### src/rtl/npu_pkg.sv
// Shared types and elaboration-time helpers for the NPU row controller slice.
package npu_pkg;

    typedef enum logic [1:0] {
        MODE_MAX    = 2'd0,
        MODE_MIN    = 2'd1,
        MODE_ARGMAX = 2'd2,
        MODE_RSVD   = 2'd3
    } mode_e;

    typedef enum logic [2:0] {
        ST_IDLE,
        ST_RECEIVE,
        ST_COMPUTE,
        ST_REDUCE,
        ST_SEND,
        ST_DONE
    } state_e;

    // Never returns 0 so the result is always usable as a vector width.
    function automatic int unsigned clog2(input int unsigned v);
        int unsigned r;
        r = 0;
        for (int unsigned i = 0; i < 32; i++) begin
            if ((64'd1 << i) < 64'(v)) r = i + 1;
        end
        return (r == 0) ? 1 : r;
    endfunction

    function automatic int unsigned ceil_div(input int unsigned a, input int unsigned b);
        return (a + b - 1) / b;
    endfunction

endpackage

### src/rtl/npu_reduce_unit.sv
// Sequential compare/select over the engine results; tracks the winning value and its index.
module npu_reduce_unit
    import npu_pkg::*;
#(
    parameter int NUM_RES = 30,
    parameter int RES_W   = 18,
    parameter int CNT_W   = 6
) (
    input  logic                     clk,
    input  logic                     rst,
    input  logic                     i_load,
    input  logic                     i_step,
    input  logic [CNT_W-1:0]         i_count,
    input  mode_e                    i_mode,
    input  logic [NUM_RES*RES_W-1:0] i_results,
    output logic [RES_W-1:0]         o_best,
    output logic [CNT_W-1:0]         o_idx
);

    logic signed [RES_W-1:0] r_best;
    logic        [CNT_W-1:0] r_idx;
    logic signed [RES_W-1:0] w_cand;
    logic                    w_better;

    always_comb begin
        w_cand   = '0;
        w_better = 1'b0;
        for (int unsigned i = 0; i < NUM_RES; i++) begin
            if (i_count == CNT_W'(i)) w_cand = i_results[i*RES_W +: RES_W];
        end
        // Strict compares keep the earliest winner on ties; ARGMAX ranks like MAX.
        case (i_mode)
            MODE_MIN: w_better = (w_cand < r_best);
            default:  w_better = (w_cand > r_best);
        endcase
    end

    always_ff @(posedge clk) begin
        if (rst) begin
            r_best <= '0;
            r_idx  <= '0;
        end else if (i_load) begin
            r_best <= i_results[RES_W-1:0];
            r_idx  <= '0;
        end else if (i_step && w_better) begin
            r_best <= w_cand;
            r_idx  <= i_count;
        end
    end

    assign o_best = r_best;
    assign o_idx  = r_idx;

endmodule

### src/rtl/npu_row_controller.sv
// Row controller: collects a pixel row, launches the conv engine, reduces its results
// and streams the answer out LSB byte first with valid/ready backpressure.
module npu_row_controller
    import npu_pkg::*;
#(
    parameter int ROW_LEN = 32,
    parameter int PIX_W   = 8,
    parameter int KERNEL  = 3,
    parameter int RES_W   = 18
) (
    input  logic                                  clk,
    input  logic                                  rst,
    input  logic                                  start,
    input  logic [1:0]                            mode,
    input  logic [PIX_W-1:0]                      rx_data,
    input  logic                                  rx_valid,
    output logic                                  rx_ready,
    output logic                                  eng_start,
    output logic [ROW_LEN*PIX_W-1:0]              eng_pixels,
    input  logic                                  eng_done,
    input  logic [(ROW_LEN-KERNEL+1)*RES_W-1:0]   eng_results,
    output logic [7:0]                            tx_data,
    output logic                                  tx_valid,
    input  logic                                  tx_ready,
    output logic                                  busy,
    output logic                                  done
);

    localparam int NUM_RES  = ROW_LEN - KERNEL + 1;
    localparam int TX_BYTES = int'(ceil_div(RES_W, 8));
    localparam int CNT_W    = int'(clog2(ROW_LEN + 1));
    localparam int BC_W     = int'(clog2(TX_BYTES));
    localparam int TXW      = TX_BYTES * 8;

    state_e                     r_state, w_next;
    mode_e                      r_mode;
    logic [CNT_W-1:0]           r_count;
    logic [BC_W-1:0]            r_bcnt;
    logic                       r_eng_start;
    logic [ROW_LEN*PIX_W-1:0]   r_pix;

    logic                       w_rx_beat, w_last_pix, w_last_res;
    logic                       w_tx_hs, w_last_byte, w_load, w_step;
    logic [RES_W-1:0]           w_best;
    logic [CNT_W-1:0]           w_idx;
    logic [TXW-1:0]             w_word;
    logic [7:0]                 w_tx_byte;

    assign w_rx_beat   = (r_state == ST_RECEIVE) && rx_valid;
    assign w_last_pix  = (r_count == CNT_W'(ROW_LEN - 1));
    assign w_last_res  = (r_count == CNT_W'(NUM_RES - 1));
    assign w_tx_hs     = (r_state == ST_SEND) && tx_ready;
    assign w_last_byte = (r_bcnt == BC_W'(TX_BYTES - 1));
    assign w_load      = (r_state == ST_COMPUTE) && eng_done;
    assign w_step      = (r_state == ST_REDUCE);

    always_ff @(posedge clk) begin
        if (rst) r_state <= ST_IDLE;
        else     r_state <= w_next;
    end

    always_comb begin
        w_next   = r_state;
        rx_ready = 1'b0;
        tx_valid = 1'b0;
        busy     = 1'b1;
        done     = 1'b0;
        case (r_state)
            ST_IDLE: begin
                busy = 1'b0;
                if (start) w_next = ST_RECEIVE;
            end
            ST_RECEIVE: begin
                rx_ready = 1'b1;
                if (w_rx_beat && w_last_pix) w_next = ST_COMPUTE;
            end
            ST_COMPUTE: if (eng_done) w_next = ST_REDUCE;
            ST_REDUCE:  if (w_last_res) w_next = ST_SEND;
            ST_SEND: begin
                tx_valid = 1'b1;
                if (w_tx_hs && w_last_byte) w_next = ST_DONE;
            end
            ST_DONE: begin
                done   = 1'b1;
                w_next = ST_IDLE;
            end
            default: w_next = ST_IDLE;
        endcase
    end

    always_ff @(posedge clk) begin
        if (rst) begin
            r_mode      <= MODE_MAX;
            r_count     <= '0;
            r_bcnt      <= '0;
            r_eng_start <= 1'b0;
            r_pix       <= '0;
        end else begin
            r_eng_start <= w_rx_beat && w_last_pix;
            case (r_state)
                ST_IDLE: begin
                    if (start) begin
                        r_mode  <= mode_e'(mode);
                        r_count <= '0;
                    end
                end
                ST_RECEIVE: begin
                    if (w_rx_beat) begin
                        for (int unsigned i = 0; i < ROW_LEN; i++) begin
                            if (r_count == CNT_W'(i)) r_pix[i*PIX_W +: PIX_W] <= rx_data;
                        end
                        r_count <= r_count + CNT_W'(1);
                    end
                end
                ST_COMPUTE: if (eng_done) r_count <= CNT_W'(1);
                ST_REDUCE: begin
                    r_count <= r_count + CNT_W'(1);
                    if (w_last_res) r_bcnt <= '0;
                end
                ST_SEND: begin
                    if (w_tx_hs) r_bcnt <= w_last_byte ? '0 : r_bcnt + BC_W'(1);
                end
                default: ;
            endcase
        end
    end

    npu_reduce_unit #(
        .NUM_RES (NUM_RES),
        .RES_W   (RES_W),
        .CNT_W   (CNT_W)
    ) u_reduce (
        .clk       (clk),
        .rst       (rst),
        .i_load    (w_load),
        .i_step    (w_step),
        .i_count   (r_count),
        .i_mode    (r_mode),
        .i_results (eng_results),
        .o_best    (w_best),
        .o_idx     (w_idx)
    );

    // Value modes sign-extend the winner; ARGMAX reports the zero-extended index.
    always_comb begin
        w_word = {TXW{w_best[RES_W-1]}};
        w_word[RES_W-1:0] = w_best;
        if (r_mode == MODE_ARGMAX) w_word = TXW'(w_idx);
        w_tx_byte = '0;
        for (int unsigned i = 0; i < TX_BYTES; i++) begin
            if (r_bcnt == BC_W'(i)) w_tx_byte = w_word[i*8 +: 8];
        end
    end

    assign tx_data    = tx_valid ? w_tx_byte : '0;
    assign eng_start  = r_eng_start;
    assign eng_pixels = r_pix;

endmodule

### config.mk
export PLATFORM = sky130hd
export DESIGN_NAME = npu_row_controller
export DESIGN_NICKNAME = d
export VERILOG_FILES = /design/src/rtl/npu_pkg.sv /design/src/rtl/npu_reduce_unit.sv /design/src/rtl/npu_row_controller.sv
export SDC_FILE = /design/constraint.sdc
export NUM_CORES = 1
export LEC_CHECK = 0
export BUFFER_PORTS_ARGS = -buffer_cell sky130_fd_sc_hd__buf_2
export CORE_AREA = 2 2 319 321
export CTS_BUF_LIST = sky130_fd_sc_hd__clkbuf_8
export DETAILED_ROUTE_END_ITERATION = 12
export DIE_AREA = 0 0 321 323
export MAX_ROUTING_LAYER = met4
export PLACE_DENSITY = 0.34
export REMOVE_ABC_BUFFERS = 1
export SYNTH_ARGS = -nofsm -noshare
export SYNTH_HDL_FRONTEND = slang
export SYNTH_HIERARCHICAL = 1
export SYNTH_SLANG_ARGS = --single-unit
export TNS_END_PERCENT = 50
### constraint.sdc
create_clock -name clk -period 10.2 [get_ports clk]
set_clock_uncertainty 0.15 [all_clocks]
set_input_delay 1.02 -clock clk [delete_from_list [all_inputs] [get_ports clk]]
set_output_delay 1.02 -clock clk [all_outputs]
set_load 0.05 [all_outputs]
==> results of run 1 <==
## layout make-up
cell class,instances,area (um^2)
Antenna cell,18,45.04
Clock buffer,72,991.0
Clock inverter,30,359.1
Fill cell,11290,76490
Inverter,41,155.1
Multi-Input combinational cell,1479,10650
Sequential cell,294,5901
Tap cell,1309,1638
Timing Repair Buffer,869,4492
## cells in the final DEF, fill, tap and decap left out, types with 8 or more instances in the layout
| cell | count |
|---|---|
| sky130_fd_sc_hd__o31ai_1 | 8 |
| sky130_fd_sc_hd__nand4_1 | 11 |
| sky130_fd_sc_hd__a31oi_1 | 17 |
| sky130_fd_sc_hd__o221ai_1 | 16 |
| sky130_fd_sc_hd__buf_4 | 41 |
| sky130_fd_sc_hd__nand2b_1 | 10 |
| sky130_fd_sc_hd__nand2_1 | 77 |
| sky130_fd_sc_hd__a22oi_1 | 38 |
| sky130_fd_sc_hd__mux2_2 | 13 |
| sky130_fd_sc_hd__ha_1 | 21 |
| sky130_fd_sc_hd__a21oi_1 | 102 |
| sky130_fd_sc_hd__clkbuf_8 | 72 |
| sky130_fd_sc_hd__a222oi_1 | 9 |
| sky130_fd_sc_hd__mux4_2 | 22 |
| sky130_fd_sc_hd__o211ai_1 | 19 |
| sky130_fd_sc_hd__o22ai_1 | 26 |
| sky130_fd_sc_hd__diode_2 | 18 |
| sky130_fd_sc_hd__mux2i_1 | 311 |
| sky130_fd_sc_hd__dfxtp_1 | 288 |
| sky130_fd_sc_hd__nor3_1 | 33 |
| sky130_fd_sc_hd__or4_1 | 9 |
| sky130_fd_sc_hd__nor2b_1 | 22 |
| sky130_fd_sc_hd__inv_1 | 51 |
| sky130_fd_sc_hd__a211oi_1 | 21 |
| sky130_fd_sc_hd__nor2_1 | 363 |
| sky130_fd_sc_hd__and2_1 | 9 |
| sky130_fd_sc_hd__nand3_1 | 40 |
| sky130_fd_sc_hd__o2111ai_1 | 8 |
| sky130_fd_sc_hd__o21ai_0 | 78 |
| sky130_fd_sc_hd__buf_2 | 825 |
| sky130_fd_sc_hd__or3_1 | 9 |
| sky130_fd_sc_hd__a221oi_1 | 19 |
| sky130_fd_sc_hd__nand3_4 | 30 |
## layer usage
metal	wire length (um)	vias up	share of wire (%)
met5	0	-	0
met4	8267	0	6.3
met3	10870	239	8.3
met2	63160	995	48
met1	49090	9825	37
li1	-	8803	-
## cell usage after synthesis, drive strengths merged, types with 7 or more instances
cell type	number	area (um^2)
a211oi	21	157.7
a21o	7	52.55
a21oi	102	510.5
a221oi	19	166.4
a222oi	9	90.09
a22oi	38	285.3
a31oi	17	106.4
a32oi	7	61.31
and2	9	56.30
and3	7	43.79
buf	74	458.0
clkbuf	100	379.1
dfxtp	294	5886
ha	22	275.3
inv	40	150.1
mux2	14	157.6
mux2i	312	3123
mux4	22	495.5
nand2	77	289.0
nand2b	10	62.56
nand3	71	735.7
nand4	11	68.82
nor2	365	1375
nor2b	23	143.9
nor3	35	180.2
o2111ai	8	70.07
o211ai	19	142.6
o21a	7	52.55
o21ai	80	400.4
o221ai	16	140.1
o22ai	26	162.7
o31ai	8	60.06
or3	10	67.56
or4	9	67.56
## power groups by stage
stage,clock network [mW],registers [mW],logic (mW)
floorplan,0,1.19,0.108
global placement,0,1.18,0.415
detailed placement,0,1.18,0.412
CTS,1.45,1.16,0.413
global route,1.50,1.16,0.429
finish,1.39,1.16,0.413
## worst max-delay path, stage by stage (launching register included)
cell,delay (ps)
sky130_fd_sc_hd__dfxtp_4,700
sky130_fd_sc_hd__buf_4,400
sky130_fd_sc_hd__or4b_4,680
sky130_fd_sc_hd__nor2_1,1100
sky130_fd_sc_hd__inv_1,210
sky130_fd_sc_hd__o211ai_1,580
sky130_fd_sc_hd__nand4b_1,150
sky130_fd_sc_hd__o311ai_0,270
sky130_fd_sc_hd__a21oi_1,270
sky130_fd_sc_hd__ha_1,360
sky130_fd_sc_hd__and3_1,180
sky130_fd_sc_hd__o22ai_1,100
sky130_fd_sc_hd__a21o_1,180
sky130_fd_sc_hd__a31oi_1,310
sky130_fd_sc_hd__mux2i_4,630
sky130_fd_sc_hd__buf_4,410
sky130_fd_sc_hd__mux2_2,380
sky130_fd_sc_hd__a211oi_1,210
## logic make-up (layout without fill, tap and decap cells)
kind of cell    count (synthesis)  after routing
flops                         294            294
fa+ha+maj                      22             22
buf+inv                       215           1012
compound gates                446            446
other cells                     0             18
mux                           348            348
simple gates                  663            663
## flip-flops by register name, summed over array words and instances (netlist names)
name and flops:
eng_pixels 256, u_reduce/o_best 18, r_count 6, u_reduce/o_idx 6, r_state 3, r_bcnt 2
r_mode 2, eng_start 1
## worst paths after layout
check,endpoint,slack (ps),cells past startpoint
hold / removal,eng_pixels[246]$_SDFFE_PP0P_,340,2
setup / recovery,u_reduce/o_best[0]$_SDFFE_PP0P_,2800,17
setup reg to reg,u_reduce/o_best[0]$_SDFFE_PP0P_,2800,17
hold reg to reg,eng_pixels[246]$_SDFFE_PP0P_,340,2
==> flow_summary.rst, run 1 <==
.. list-table::
   :header-rows: 1

   * - Metric
     - Value
   * - Status
     - finished, final reports clean
   * - Placeable core region
     - 100700 um^2
   * - Final period util
     - 72.55%
   * - Final critical delay including setup and external delays
     - 7401 ps
   * - Clk pin slew, worst setup/hold paths
     - 60 ps
   * - Number of endpoints with negative hold slack in the final report
     - 0
   * - Total detailed-routing wirelength
     - 131.4 mm
   * - Startpoint class of the critical path
     - register
   * - Vertical die dimension
     - 323 um
   * - Req. time, crit path
     - 10640 ps
   * - Post-placement worst setup slack
     - 2604 ps
   * - Starting density of the core
     - 17.33%
   * - GR met2 Demand/Resource
     - 41.48%
   * - Part of the total power dissipated in combinational logic
     - 13.9%
   * - Layout Cells excl Fill
     - 4112
   * - Max-cap violation count
     - 0
   * - Post-detailed-route via-to-cell ratio
     - 4.830
   * - Number of nets in the final layout
     - 3318
   * - Count of final setup violators
     - 0
   * - Number of placement rows
     - 117
   * - CTS H-tree depth
     - 2
   * - Start point of the worst min-delay path
     - eng_pixels[246]$_SDFFE_PP0P_
   * - CTS tree
     - built
   * - Number of global-route vias before repair
     - 20450
   * - Maximum buffer depth of the clock tree
     - 3
   * - Length of the first detailed-routing pass in iterations
     - 5
   * - P&R area growth vs syn
     - 38.86%
   * - Setup repair after global routing missed its margin
     - false
   * - M1 GR Usage
     - 26.33%
   * - Hold Worst Slack
     - 338.5 ps
   * - Transition time of the tightest slew-check pin
     - 1432 ps
   * - Via total after detailed routing
     - 19860
   * - Avg Cell Area, Syn
     - 8.777 um^2
   * - Gate count of the mapped netlist
     - 1988
   * - Fmax
     - 135.1 MHz
   * - Proportion of register bits with asynchronous set or reset after synthesis
     - 0%
   * - Multiplexer fraction of the synthesized cell area
     - 21.64%
   * - Layout cells sized above 1
     - 38.31%
   * - Die area
     - 103700 um^2
   * - Global-route total usage across every layer
     - 24.89%
   * - ANT nets after route
     - 0
   * - Simple-gate area share of the yosys netlist
     - 20.12%
   * - Xor and xnor area share after synthesis
     - 0%
   * - Main flop type after synthesis
     - sky130_fd_sc_hd__dfxtp_1
   * - Routability congestion estimate
     - 1.007
   * - Number of design rule violations left after detail routing
     - 0
   * - Power per cell area
     - 122.3 nW/um^2
   * - CP max FO
     - 42
   * - Cell total after placement
     - 3992
   * - Timing startpoint of the critical path
     - r_count[2]$_SDFFE_PP0P_
   * - Maximum resistive drop on vdd
     - 0.0001044 V
   * - Floorplan die width
     - 321 um
   * - Summed area of non-filler cells in the final layout
     - 24230 um^2
   * - Cell area after synthesis
     - 17450 um^2
   * - Number of hold buffers added after cts
     - 0
   * - Clk sink count
     - 294
   * - Leak
     - 11.90 nW
   * - Largest net degree at the start of global routing
     - 169
   * - Antenna violations before repair
     - 25
   * - Initial drt markers
     - 1557
   * - Number of warnings reported in the yosys synthesis log
     - 6
   * - Clock network fraction of design power
     - 47.0%
   * - Share of total power consumed by net switching
     - 28.71%
   * - Endpoint arrival time on the critical path
     - 7840 ps
   * - Number of pins exceeding their max-slew limit in the final report
     - 0
   * - Root buffer cell
     - sky130_fd_sc_hd__clkbuf_8
   * - TritonCTS Buffers
     - 55
   * - Ports
     - 825
   * - Largest family of logic cells by synthesized area
     - multiplexers
   * - Final sum of negative setup slack
     - 0 ps
   * - Insertion delay to the later sink of the worst-skew pair
     - 680 ps
   * - Hold Crit Class
     - reg -> reg
   * - Cell Int Power
     - 2.113 mW
   * - Slack of the critical path
     - 2799 ps
   * - Headroom to the max-slew limit
     - 4.566%
   * - Number of resized instances in the post-cts repair step
     - 0
   * - Number of distinct library cells after synthesis
     - 81
   * - Sort of element at the end of the critical path
     - register
   * - Setup bufs post-CTS
     - 0
   * - Sequential share of power
     - 39.1%
   * - Placement Cell Area
     - 22830 um^2
   * - Hpwl dp
     - 105.4 mm
   * - Net switching component of the power
     - 850.9 uW
   * - Power consumption
     - 2.964 mW
   * - First-pass GRT wire length
     - 173.9 mm
   * - Met3 GRT Util
     - 7.419%
   * - Complex-gate fraction of the synthesized area
     - 17.25%
   * - Seq/Total Area, Yosys
     - 33.73%
   * - Number of flip-flops and latches in the synthesized netlist
     - 294
   * - Utilization after layout
     - 24.06%
   * - Origin of the critical flop-to-flop path
     - r_count[2]$_SDFFE_PP0P_
   * - Layer with the highest usage after global routing
     - met2
   * - Routed length per placed instance
     - 31.95 um
   * - Crit Path Class
     - reg -> reg
   * - Adder and majority cell fraction of the synthesized area
     - 1.578%
   * - EDFF count, synth
     - 0
   * - Residual overflow from global routing
     - 0
   * - Number of buffers added on ports
     - 824
Power figures use the tool's default switching activity.
==> inputs of run 2 (changes only) <==
ABC_AREA = 1   (was unset)
CORE_AREA = 2 2 326 328   (was 2 2 319 321)
DIE_AREA = 0 0 328 330   (was 0 0 321 323)
clock period = 6.25 ns   (was 10.2 ns; I/O delays follow)
==> run 2 against run 1 <==
Net effect:
- global-route usage shrank 4.4 points
- count of clock-buffer cells in the layout shrank 5
- worst setup slack lost 2300 ps
- first-iteration DRC count shrank 30%
- final cell count grew 22%
- utilization shrank 1.2 points
- sequential power grew 72%
- combinational power grew to 5.3 times the previous value
==> flow_summary.rst, run 2 <==
.. list-table::
   :header-rows: 1

   * - Metric
     - Value
   * - Status
     - finished, final reports clean
   * - Net switching component of the power
     - 2.535 mW (+200%)
   * - Sort of element at the end of the critical path
     - register
   * - Largest net degree at the start of global routing
     - 148 (-12%)
   * - EDFF count, synth
     - 0 (unchanged)
   * - CP max FO
     - 10 (-76%)
   * - Ports
     - 825 (unchanged)
   * - Leak
     - 11.23 nW (-5.7%)
   * - Hpwl dp
     - 91.43 mm (-13%)
   * - Seq/Total Area, Yosys
     - 34.43% (+0.70 points)
   * - TritonCTS Buffers
     - 57 (+3.6%)
   * - Placeable core region
     - 104700 um^2 (+3.9%)
   * - Number of distinct library cells after synthesis
     - 45 (-44%)
   * - Cell types with the largest area share after synthesis
     - sky130_fd_sc_hd__dfxtp_1 (34%), sky130_fd_sc_hd__nand2_1 (14%), sky130_fd_sc_hd__nor2_1 (9.3%), sky130_fd_sc_hd__o21ai_0 (8.1%), sky130_fd_sc_hd__inv_1 (7.9%)
   * - Startpoint class of the critical path
     - register
   * - Power per cell area
     - 258.2 nW/um^2 (+110%)
   * - Routed length per placed instance
     - 22.52 um (-30%)
   * - Cell total after placement
     - 4880 (+22%)
   * - Req. time, crit path
     - 6640 ps (-4000 ps)
   * - First-pass GRT wire length
     - 154.7 mm (-11%)
   * - Initial drt markers
     - 1089 (-30%)
   * - Max reg flops
     - 256 (unchanged)
   * - Number of buffers added on ports
     - 824 (unchanged)
   * - Part of the total power dissipated in combinational logic
     - 35.7% (+22 points)
   * - ANT nets after route
     - 0 (unchanged)
   * - Via total after detailed routing
     - 20740 (+4.4%)
   * - Final sum of negative setup slack
     - 0 ps (unchanged)
   * - Cell Int Power
     - 3.642 mW (+72%)
   * - Cell types with the highest counts after synthesis
     - sky130_fd_sc_hd__nand2_1 (638), sky130_fd_sc_hd__nor2_1 (425), sky130_fd_sc_hd__inv_1 (359)
   * - Number of placement rows
     - 119 (+1.7%)
   * - Dominant cell type by area after synthesis
     - sky130_fd_sc_hd__dfxtp_1
   * - Hold Worst Slack
     - 98.43 ps (-240.0 ps)
   * - Most frequent standard cell in the layout excluding fill and tap cells
     - sky130_fd_sc_hd__buf_2
   * - Routability congestion estimate
     - 0.9617 (-4.5%)
   * - Count of final setup violators
     - 0 (unchanged)
   * - Number of design rule violations left after detail routing
     - 0 (unchanged)
   * - Slack of the critical path
     - 507.5 ps (-2292 ps)
   * - Number of endpoints with negative hold slack in the final report
     - 0 (unchanged)
   * - Biggest cell delay along the critical path
     - 350 ps (-750 ps)
   * - Final critical delay including setup and external delays
     - 5742 ps (-1658 ps)
   * - Clk pin slew, worst setup/hold paths
     - 60 ps (about the same)
   * - Global-route total usage across every layer
     - 20.47% (-4.4 points)
   * - Floorplan die width
     - 328 um (+2.2%)
   * - Commonest non-fill, non-tap cells in the layout
     - sky130_fd_sc_hd__buf_2 (824), sky130_fd_sc_hd__nand2_1 (638), sky130_fd_sc_hd__nor2_1 (423)
   * - Number of nets in the final layout
     - 4129 (+24%)
   * - Share of total power consumed by net switching
     - 41.04% (+12 points)
   * - Total detailed-routing wirelength
     - 112.6 mm (-14%)
   * - Length of the first detailed-routing pass in iterations
     - 5 (unchanged)
   * - Transition time of the tightest slew-check pin
     - 1113 ps (-318.1 ps)
   * - P&R area growth vs syn
     - 39.98%
   * - Sequential share of power
     - 32.4% (-6.7 points)
   * - Root buffer cell
     - sky130_fd_sc_hd__clkbuf_8
   * - Proportion of register bits with asynchronous set or reset after synthesis
     - 0% (unchanged)
   * - Layout Cells excl Fill
     - 4999 (+22%)
   * - Number of warnings reported in the yosys synthesis log
     - 6 (unchanged)
   * - Maximum resistive drop on vdd
     - 0.0001392 V (+33%)
   * - CTS H-tree depth
     - 2 (unchanged)
   * - Maximum buffer depth of the clock tree
     - 3 (unchanged)
   * - Number of pins exceeding their max-slew limit in the final report
     - 0 (unchanged)
   * - Insertion delay to the later sink of the worst-skew pair
     - 680 ps (about the same)
   * - Area share of the largest cell type after synthesis
     - 34.43% (+0.70 points)
   * - Antenna violations before repair
     - 42 (+68%)
   * - Residual overflow from global routing
     - 0 (unchanged)
   * - Clk sink count
     - 294 (unchanged)
   * - Vertical die dimension
     - 330 um (+2.2%)
   * - Headroom to the max-slew limit
     - 25.77% (+21 points)
   * - Area of the multi-input gates
     - 9077 um^2 (-15%)
   * - Clock network fraction of design power
     - 31.9% (-15 points)
   * - Filler cells
     - 12350 (+9.4%)
   * - Critical path's slowest cell
     - sky130_fd_sc_hd__dfxtp_1
   * - Crit Path Class
     - reg -> reg
   * - Fmax
     - 174.1 MHz (+29%)
   * - Post-placement worst setup slack
     - 129.7 ps (-2474 ps)
   * - Gate count of the mapped netlist
     - 2722 (+37%)
   * - Number of global-route vias before repair
     - 21070 (+3.0%)
   * - Endpoint arrival time on the critical path
     - 6130 ps (-1710 ps)
   * - Layout cells sized above 1
     - 30.73% (-7.6 points)
   * - Die area
     - 108200 um^2 (+4.4%)
   * - Most frequent cell after synthesis
     - sky130_fd_sc_hd__nand2_1
   * - Cell area after synthesis
     - 17090 um^2 (-2.0%)
   * - Max-cap violation count
     - 0 (unchanged)
   * - Avg Cell Area, Syn
     - 6.279 um^2 (-28%)
   * - Sequential cell area
     - 5886 um^2 (-0.25%)
   * - CTS tree
     - built
   * - Starting density of the core
     - 16.33% (-1.0 points)
   * - Main flop type after synthesis
     - sky130_fd_sc_hd__dfxtp_1
   * - Hold Crit Class
     - in -> reg
   * - Final period util
     - 91.88% (+19 points)
   * - Setup repair after global routing missed its margin
     - false
   * - Number of flip-flops and latches in the synthesized netlist
     - 294 (unchanged)
   * - Post-detailed-route via-to-cell ratio
     - 4.148 (-14%)
## run 2: cell count changes after synthesis, sizes merged, moves of 25 or more
cell   delta
nand2   +567
inv     +338
mux2i   -312
o21ai   +195
a21oi   +124
nand4    +90
nor2     +85
or2      +63
a22oi    -38
buf      -38
nand3    +37
o22ai    -25
## run 2: logic make-up after synthesis
group	share of synthesized area, %
and+or+nand+nor	35.96
buffers and inverters	12.72
DFF	34.43
adders and majority gates	1.610
AOI/OAI and AO/OA	15.23
xor gates and xnor gates	0.05125
## run 2: what timing repair did
action / in CTS / in global routing
hold endpoints to repair: 2 / 0
buffers inserted: 0 / 1
hold buffers: 2 / 0
gates resized for setup: 0 / 7
endpoints found under the setup margin: 0 / 24
## run 2: metal layers
layer,share of wire [%],vias to the layer above,track usage (%)
met3,5.5,142,3.483
li1,-,10310,-
met2,52,718,37.61
met1,40,9563,22.77
met4,2.6,0,5.136
met5,0,-,-
## run 2: area by class of cell
class                   count  share of cell area [%]
diodes                     22                  0.2301
clock inverters            27                  0.7635
well taps                1391                   7.274
inverters                 381                   6.008
repair buffers            888                   19.33
multi-input cells        1929                   37.94
flip-flops and latches    294                   24.60
clock buffers              67                   3.854
## run 2: per-stage QoR
stage	total power [mW]	util [%]	cell area [um^2]
final	6.177	22.86	23930
after global routing	6.565	22.84	23910
after CTS	6.295	22.77	23840
after detailed placement	4.249	21.70	22710
after global placement	4.258	21.70	22710
after floorplan	3.229	-	16350
## run 2: path summary, 6_finish.rpt
kind                                     start                        endpoint  slack (ps)  depth (start not counted)
setup / recovery       r_count[1]$_SDFFE_PP0P_  u_reduce/o_idx[1]$_SDFFE_PP0P_         510                         33
hold / removal                           start          r_mode[0]$_SDFFE_PP0P_         100                          3
setup reg to reg       r_count[1]$_SDFFE_PP0P_  u_reduce/o_idx[1]$_SDFFE_PP0P_         510                         33
hold reg to reg   eng_pixels[109]$_SDFFE_PP0P_    eng_pixels[109]$_SDFFE_PP0P_         290                          2
## run 2: worst max-delay path: cells and delay by family (launching register included)
kind	cells	cell delay [ps]
XOR/XNOR	1	240
adder cells (fa/ha/maj)	1	280
AND/OR/NAND/NOR	20	2690
flip-flops	1	350
AO/OA/AOI/OAI	5	900
buffers and inverters	6	1010
## run 2: power by group through the flow
stage	registers, mW	clock network (mW)	logic, mW
after CTS	2.00	2.08	2.22
after global routing	2.01	2.13	2.43
after floorplan	2.08	0	1.14
after global placement	2.04	0	2.22
after detailed placement	2.04	0	2.21
final	2.00	1.97	2.20
